$ cat config.mk
export PLATFORM = sky130hd
export DESIGN_NAME = mem_arbiter
export DESIGN_NICKNAME = d
export VERILOG_FILES = /design/src/rtl/mem_arbiter.sv
export SDC_FILE = /design/constraint.sdc
export NUM_CORES = 1
export LEC_CHECK = 0
export ABC_AREA = 1
export ABC_CLOCK_PERIOD_IN_PS = 4300
export CORE_AREA = 3 3 129 131
export CTS_BUF_LIST = sky130_fd_sc_hd__clkbuf_16
export DETAILED_ROUTE_END_ITERATION = 6
export DIE_AREA = 0 0 132 134
export HOLD_SLACK_MARGIN = 0.06
export SYNTH_ARGS = -nofsm -noshare
export SYNTH_HDL_FRONTEND = slang
export SYNTH_SLANG_ARGS = --single-unit
$ cat constraint.sdc
create_clock -name CLK -period 4.3 [get_ports CLK]
set_input_delay 1.29 -clock CLK [delete_from_list [all_inputs] [get_ports CLK]]
set_output_delay 1.29 -clock CLK [all_outputs]
set_load 0.02 [all_outputs]
$ cat src/rtl/mem_arbiter.sv
// ---------------------------------------------------------------------------
// mem_arbiter
// Arbitrates one single-port RAM between an icache and a dcache.
//  * The grant is registered. A request is sampled in one cycle and the
//    serving state starts in the next cycle.
//  * The dcache has priority. A dcache grant is held while the dcache keeps
//    requesting, so block fills and writebacks are not interleaved.
//  * A starvation counter tracks DSERVE cycles in which the icache waits.
//    When it reaches STARVE_LIMIT, the dcache grant is preempted at the next
//    completed word.
//  * Optional feature macro: MEM_ARB_STATS_EN. When it is defined, icount and
//    dcount count completed words. When it is not defined, both are tied to
//    zero and no counter flops are built.
//
// Handshake: a grant is held in DSERVE or ISERVE. A word completes in any
// serving cycle where ramstate == ACCESS. The served side's wait output is
// low in exactly that cycle and high in every other cycle. The requester
// must hold its request and its address/data stable until it sees wait low.
//
// dbg_state exposes the FSM state: 0 = IDLE, 1 = DSERVE, 2 = ISERVE.
// ---------------------------------------------------------------------------
module mem_arbiter #(
   parameter int unsigned STARVE_LIMIT = 8
) (
   input  logic        CLK,
   input  logic        nRST,
   // icache side
   input  logic        iREN,
   input  logic [31:0] iaddr,
   output logic [31:0] iload,
   output logic        iwait,
   // dcache side
   input  logic        dREN,
   input  logic        dWEN,
   input  logic [31:0] daddr,
   input  logic [31:0] dstore,
   output logic [31:0] dload,
   output logic        dwait,
   // RAM side
   output logic        ramREN,
   output logic        ramWEN,
   output logic [31:0] ramaddr,
   output logic [31:0] ramstore,
   input  logic [31:0] ramload,
   input  logic [1:0]  ramstate,
   // status
   output logic        ramerr,
   output logic [31:0] icount,
   output logic [31:0] dcount,
   // debug view of the arbitration state
   output logic [1:0]  dbg_state
);

   // RAM status encoding
   localparam logic [1:0] RAM_ACCESS = 2'd2;
   localparam logic [1:0] RAM_ERROR  = 2'd3;

   // The counter must be wide enough to hold STARVE_LIMIT itself.
   localparam int unsigned CW = (STARVE_LIMIT < 1) ? 1 : $clog2(STARVE_LIMIT + 1);
   typedef logic [CW-1:0] cnt_t;
   localparam cnt_t LIMIT = cnt_t'(STARVE_LIMIT);

   typedef enum logic [1:0] {
      IDLE   = 2'd0,
      DSERVE = 2'd1,
      ISERVE = 2'd2
   } state_t;

   state_t state_q, state_d;
   cnt_t   starve_q, starve_d;
   logic   ramerr_q, ramerr_d;

   logic   d_req;
   logic   serving;
   logic   word_done;
   logic   starved;

   // Decode the request, the completion and the starvation condition.
   always_comb begin
      d_req     = dREN | dWEN;
      serving   = (state_q == DSERVE) || (state_q == ISERVE);
      word_done = serving && (ramstate == RAM_ACCESS);
      starved   = (starve_q == LIMIT);
   end

   // State register and status flops. Reset is asynchronous, so the IDLE
   // outputs (no strobes, both waits high) appear as soon as nRST falls.
   always_ff @(posedge CLK or negedge nRST) begin
      if (!nRST) begin
         state_q  <= IDLE;
         starve_q <= '0;
         ramerr_q <= 1'b0;
      end else begin
         state_q  <= state_d;
         starve_q <= starve_d;
         ramerr_q <= ramerr_d;
      end
   end

   // Next-state logic and the RAM / cache-side outputs for the current grant.
   always_comb begin
      state_d  = state_q;
      ramREN   = 1'b0;
      ramWEN   = 1'b0;
      ramaddr  = '0;
      ramstore = '0;
      iload    = '0;
      dload    = '0;
      iwait    = 1'b1;
      dwait    = 1'b1;
      unique case (state_q)
         IDLE: begin
            if (d_req)     state_d = DSERVE;
            else if (iREN) state_d = ISERVE;
            else           state_d = IDLE;
         end
         DSERVE: begin
            ramaddr  = daddr;
            ramstore = dstore;
            // A write wins when both strobes are raised.
            ramWEN   = dWEN;
            ramREN   = dREN & ~dWEN;
            dload    = ramload;
            dwait    = ~word_done;
            // Preemption happens only on a word boundary.
            if (word_done && starved && iREN) state_d = ISERVE;
            else if (d_req)                   state_d = DSERVE;
            else if (iREN)                    state_d = ISERVE;
            else                              state_d = IDLE;
         end
         ISERVE: begin
            ramaddr = iaddr;
            ramREN  = 1'b1;
            iload   = ramload;
            iwait   = ~word_done;
            // On completion, or when the fetch is aborted, give the dcache
            // its turn first. A dropped fetch never leads back to ISERVE.
            if (word_done || !iREN) begin
               if (d_req)     state_d = DSERVE;
               else if (iREN) state_d = ISERVE;
               else           state_d = IDLE;
            end else begin
               state_d = ISERVE;
            end
         end
         default: state_d = IDLE;
      endcase
   end

   // Starvation counter: counts DSERVE cycles in which the icache waits and
   // saturates at LIMIT. It is zero whenever the grant is not held by DSERVE
   // across the edge, so it clears on entry to ISERVE and while in IDLE.
   always_comb begin
      starve_d = '0;
      if ((state_q == DSERVE) && (state_d == DSERVE)) begin
         if (iREN && !starved) starve_d = starve_q + cnt_t'(1);
         else                  starve_d = starve_q;
      end
   end

   // Sticky error flag. It is set while serving and cleared only by reset.
   always_comb begin
      ramerr_d = ramerr_q | (serving && (ramstate == RAM_ERROR));
   end

   assign ramerr    = ramerr_q;
   assign dbg_state = state_q;

`ifdef MEM_ARB_STATS_EN
   logic [31:0] icount_q, icount_d;
   logic [31:0] dcount_q, dcount_d;

   // Completed-word counters. They wrap naturally at 2^32.
   always_comb begin
      icount_d = icount_q;
      dcount_d = dcount_q;
      if (word_done && (state_q == ISERVE)) icount_d = icount_q + 32'd1;
      if (word_done && (state_q == DSERVE)) dcount_d = dcount_q + 32'd1;
   end

   // Counter registers.
   always_ff @(posedge CLK or negedge nRST) begin
      if (!nRST) begin
         icount_q <= '0;
         dcount_q <= '0;
      end else begin
         icount_q <= icount_d;
         dcount_q <= dcount_d;
      end
   end

   assign icount = icount_q;
   assign dcount = dcount_q;
`else
   assign icount = '0;
   assign dcount = '0;
`endif

endmodule

==> impl_metrics.json, run 1 <==
{
  "wl_met1_um": 4140,
  "core-area_um2": 15700,
  "hold_path_class": "reg2reg",
  "status": "completed",
  "route.met2.wl_um": 4640,
  "maxSlewHeadroom_pct": 32.6,
  "p_int_mw": 1.00,
  "power.total_mw": 2.11,
  "synthArstFlopShare_pct": 100,
  "leakage_nw": 2.64,
  "vdd_drop_max_v": 0.000440,
  "arrival_ps": 2740,
  "wirelength_um": 9660,
  "synth_warnings": 0,
  "areaGrowthSynthToFinish_pct": 124,
  "wl_met3_um": 882,
  "synth_edf_count": 0,
  "avgViaCountPerCell": 3.40,
  "max_freq_mhz": 248,
  "syn_avg_cell_area_um2": 5.08,
  "gr-total-overflow": 0,
  "worstSkewPairLatency_ps": 230,
  "skew_ps": 1.50,
  "min_path_cells": 1,
  "dpl_worst_slack_ps": 276,
  "drc": 0,
  "finalHoldViolCount": 0,
  "htree_levels": 1,
  "dp.cells": 904,
  "rows": 46,
  "fin_tns_setup_ps": 0,
  "tightest_slew_ps": 1010,
  "dp_hpwl_um": 8130,
  "start_util_pct": 14.2,
  "seq_area_frac_synth_pct": 7.87,
  "design_area_um2": 4980,
  "powerDensity_nw_per_um2": 424,
  "p_seq_share_pct": 4.2,
  "cts.sinks": 7,
  "grt_start_max_net_pins": 49,
  "drt.antenna.violating_nets": 0,
  "path_class": "in2out",
  "max-cap-violations": 0,
  "cp.required_ps": 3010,
  "switchingPower_mw": 1.11,
  "crit_fanout": 4,
  "cp-start-kind": "primary input",
  "fp.dieArea_um2": 17700,
  "wl_per_cell_um": 10.6,
  "yosys.cell_count.top_type": "nand2_1",
  "synth_top_area_share_pct": 29.0,
  "slew_viol_final": 0,
  "cts-resized-gates": 0,
  "die_w_um": 132,
  "dr_total_vias": 3087,
  "maxUsedRoutingLayer": "met3",
  "antenna_found_initial": 0,
  "instances_no_fill": 908,
  "ys.flop_type": "dfrtp_1",
  "end_kind": "primary output",
  "pwr-share-clk_pct": 7.5,
  "layout_setup_ws_ps": 275,
  "post_cts_buffers": 0,
  "rsz0062_at_grt": "no",
  "hold_buffers": 0,
  "port_buffers": 269,
  "yosys-top-cells-count": "nand2_1, inv_1, buf_4",
  "grt_pass1_vias": 2933,
  "fin_nets": 834,
  "first_iter_violations": 85,
  "grt_pass1_wl_um": 14800,
  "pwr-share-comb_pct": 88.2,
  "worstRegToRegCells": 7,
  "synth_cells": 438,
  "ios": 334,
  "dr.pass1.iters": 4,
  "clockBufferDepth": 2,
  "setup-violations-final": 0,
  "layout_min_cycle_time_ps": 4030,
  "cts_tree": "done",
  "grt_usage_pct": 9.78,
  "sw_frac_of_total_pct": 52.5,
  "drive_above_1_share_pct": 2.60,
  "place_congestion": 0.717,
  "dpl_cell_area_um2": 4900,
  "die_h_um": 134,
  "ys_seq_elements": 7,
  "fin_crit_sh_pct": 93.6,
  "diodes": 0,
  "yosys.area.top_type": "nand2_1",
  "synthTopCellsByArea": "nand2_1, buf_4, inv_1, dfrtp_1, a21oi_1",
  "root_buffer": "clkbuf_16",
  "syn_area_um2": 2230,
  "path_clk_slew_ps": 40,
  "cts_made_buffers": 3,
  "yosysUniqueCellTypes": 25
}
[final cells by class]
class | instances | area (um2)
flip-flops and latches | 7 | 175
clock buffers | 3 | 75.1
repair buffers | 273 | 2740
inverters | 108 | 405
multi-input cells | 300 | 1310
clock inverters | 1 | 5.00
fillers | 1728 | 10700
well taps | 216 | 270
[through the flow]
stage / util [%] / hold WS, ps
2_1_floorplan: - / 571
3_3_place_gp: 31.2 / 472
3_5_place_dp: 31.2 / 474
4_1_cts: 31.7 / 483
5_1_grt: 31.7 / 511
6_report: 31.7 / 481
[metal layers]
layer	GRT usage, %	up-vias
met5	0	-
met4	0	0
met3	2.36	0
met2	17.4	171
met1	12.8	1296
li1	-	1620
[worst max-delay path: stages]
cell and delay [ps]:
clkdlybuf4s50_1 470, inv_1 40, nand3_1 130, inv_1 130, nand2_1 70, clkdlybuf4s50_1 600
[cell families (layout without fill, tap and decap cells)]
kind of cell	Yosys count	count (layout)	share of synthesized area (%)
XOR/XNOR	3	3	1.18
flip-flops	7	7	7.87
adder cells (fa/ha/maj)	6	6	3.37
AND/OR/NAND/NOR	189	189	33.6
other	1	64	0.168
buffers and inverters	194	385	44.5
AO/OA/AOI/OAI	38	38	9.33
[layout by cell type (no fill, tap or decap), drive strengths merged, types with 3 or more instances in the layout]
master,Yosys,routed
buf,84,4
inv,108,108
a21oi,35,35
dfrtp,7,7
nand2,172,172
nand3,4,4
xor2,3,3
clkbuf,2,3
conb,1,64
clkdlybuf4s50,0,269
ha,6,6
nor3,6,6
nor2,4,4
[state kept, by name (all words and copies together) (netlist names)]
| register | count |
|---|---|
| dbg_state | 2 |
| starve_q | 4 |
| ramerr | 1 |
[power by group through the flow]
stage               clock [mW]  sequential, mW  combinational [mW]
detailed placement           0          0.0913                1.89
global route             0.168          0.0922                2.02
floorplan                    0          0.0940                1.03
CTS                      0.161          0.0902                1.90
finish                   0.159          0.0898                1.86
global placement             0          0.0909                1.89
[path summary, 6_finish.rpt]
kind	startpoint	end	slack, ps
max	ramstate[0]	iwait	270
min	ramerr	ramerr	480
max reg2reg	dbg_state[1]	starve_q[0]	2220
min reg2reg	ramerr	ramerr	480
max in group asynchronous	nRST	starve_q[3]	2740
min in group asynchronous	nRST	starve_q[2]	1320
(Power assumes the default switching activity.)
==> inputs of run 2 (changes only) <==
- ABC_CLOCK_PERIOD_IN_PS: 4300 -> 5100
- clock period: 4.3 -> 5.1 ns (I/O delays scaled with it)
==> run 2 against run 1 <==
  * Clock skew is essentially flat
  * Highest routed layer unchanged
  * Critical endpoint unchanged
  * Sequential power shrank 16%
  * Sequential share of layout area is essentially flat
  * Global-route usage shrank 0.22 points
  * Setup slack gained 340 ps
  * Largest power group unchanged
  * Register-to-register slack gained 620 ps
  * Wire length is the same
  * Die area is the same
==> impl_metrics.json, run 2 (synthesis gave the netlist of run 1 again) <==
{
  "dpl_cell_area_um2": 4900,
  "leakage_nw": 2.64,
  "dpl_worst_slack_ps": 603,
  "grt_usage_pct": 9.55,
  "core-area_um2": 15700,
  "skew_ps": 1.18,
  "p_seq_share_pct": 4.2,
  "cp.required_ps": 3570,
  "max_freq_mhz": 223,
  "layout_commonest_cell": "clkdlybuf4s50_1",
  "pwr-share-comb_pct": 88.6,
  "dr.pass1.iters": 4,
  "use_met3_pct": 1.61,
  "areaGrowthSynthToFinish_pct": 124,
  "crit_fanout": 4,
  "first_iter_violations": 104,
  "end_kind": "primary output",
  "cts_tree": "done",
  "vdd_drop_max_v": 0.000233,
  "wl_per_cell_um": 10.6,
  "rsz0062_at_grt": "no",
  "diodes": 0,
  "fin_nets": 834,
  "drc": 0,
  "min_from": "ramerr",
  "design_area_um2": 4980,
  "worstSkewPairLatency_ps": 230,
  "slowest_stage": "clkdlybuf4s50_1",
  "antenna_found_initial": 0,
  "status": "completed",
  "regToRegStartpoint": "dbg_state[0]",
  "max-cap-violations": 0,
  "top_register": "starve_q",
  "slew_viol_final": 0,
  "dr_total_vias": 3053,
  "pwr-share-clk_pct": 7.2,
  "layout_setup_ws_ps": 613,
  "port_buffers": 269,
  "power.total_mw": 1.78,
  "tightest_slew_ps": 648,
  "die_w_um": 132,
  "rows": 46,
  "min_path_cells": 1,
  "avgViaCountPerCell": 3.36,
  "powerDensity_nw_per_um2": 358,
  "multi_input_area_um2": 1310,
  "layout_min_cycle_time_ps": 4490,
  "place_congestion": 0.760,
  "path_class": "in2out",
  "cp_cell_sequence": "clkdlybuf4s50_1 -> inv_1 -> nand3_1 -> inv_1 -> nand2_1 -> clkdlybuf4s50_1",
  "cp-start-kind": "primary input",
  "hold_path_class": "reg2reg",
  "mostFrequentLayoutCells": "clkdlybuf4s50_1, nand2_1, inv_1",
  "regArea_um2": 175,
  "whs_endpoint": "ramerr",
  "dp_hpwl_um": 8030,
  "finalHoldViolCount": 0,
  "crit_family": "buffers and inverters",
  "ios": 334,
  "root_buffer": "clkbuf_16",
  "clockBufferDepth": 2,
  "fp.dieArea_um2": 17700,
  "p_int_mw": 0.849,
  "grt_pass1_vias": 2769,
  "arrival_ps": 2960,
  "path_clk_slew_ps": 30,
  "largest_reg_flops": 4,
  "drt.antenna.violating_nets": 0,
  "r2r_setup_slack_ps": 2840,
  "wirelength_um": 9660,
  "hold_buffers": 0,
  "fin_tns_setup_ps": 0,
  "gr-total-overflow": 0,
  "grt_use_met1_pct": 12.8,
  "cts_made_buffers": 3,
  "start_util_pct": 14.2,
  "post_cts_buffers": 0,
  "path_buf_inv": 4,
  "cts-resized-gates": 0,
  "worstRegToRegCells": 7,
  "cts.sinks": 7,
  "use_met2_pct": 16.7,
  "setup-violations-final": 0,
  "fin_crit_sh_pct": 88.0,
  "htree_levels": 1,
  "maxSlewHeadroom_pct": 56.8,
  "grt_pass1_wl_um": 14400,
  "drive_above_1_share_pct": 2.46,
  "grt-busiest-layer": "met2",
  "grt_start_max_net_pins": 59,
  "sw_frac_of_total_pct": 52.4,
  "max_stage_delay_ps": 600,
  "nFillCells": 1728,
  "die_h_um": 134,
  "switchingPower_mw": 0.934,
  "regToRegEndpoint": "starve_q[0]"
}
-- run 2: cell types whose count changed in the layout (fill, tap and decap cells not counted), sizes merged --
cell    previous run  this run
clkinv             1         0
inv              108       109
-- run 2: how the worst max path moves through the flow --
| stage | startpoint | end | slack, ps | cells after the start |
|---|---|---|---|---|
| detailed placement | ramstate[0] | iwait | 600 | 6 |
| global placement | ramstate[0] | iwait | 590 | 6 |
| finish | ramstate[0] | iwait | 610 | 6 |
| floorplan | dWEN | ramREN | 1550 | 2 |
| CTS | ramstate[0] | iwait | 600 | 6 |
| global route | ramstate[0] | dwait | 500 | 6 |
-- run 2: power groups by stage --
stage	registers, mW	clock network [mW]	logic, mW
final	0.0754	0.128	1.58
after global routing	0.0780	0.135	1.70
after CTS	0.0759	0.132	1.60
after detailed placement	0.0763	0	1.59
after global placement	0.0764	0	1.60
after floorplan	0.0793	0	0.866
-- run 2: worst reg2reg max path, delay by kind of cell, from the launching register on --
| family | cells | cell delay (ps) |
|---|---|---|
| fa+ha+maj | 1 | 490 |
| compound gates | 1 | 190 |
| simple gates | 3 | 500 |
| flops | 1 | 430 |
| buf+inv | 2 | 530 |
-- run 2: cell type report --
type                       instances  share of cell area (%)
inverter                         108                    8.14
sequential                         7                    3.52
clock buffer                       3                    1.51
tap                              216                    5.43
clock inverter                     1                  0.0754
multi-input combinational        300                    26.4
timing repair buffer             273                    55.0
-- run 2: metal layers --
metal | vias to the layer above | wire [um]
li1 | 1619 | -
met1 | 1267 | 4280
met2 | 167 | 4630
met3 | 0 | 750
met4 | 0 | 0
met5 | - | 0
-- run 2: metrics by stage --
step	utilization, %	instances	hold slack, ps
after floorplan	-	501	571
final	31.7	908	487
after global placement	31.2	904	474
after global routing	31.7	908	516
after CTS	31.7	908	482
after detailed placement	31.2	904	472
==> inputs of run 3 (changes only) <==
- SKIP_CTS_REPAIR_TIMING: unset -> 1
- SLEW_MARGIN: unset -> 20
==> results of run 3 <==
No change in the layout: final DEF, timing and power equal those of run 2.
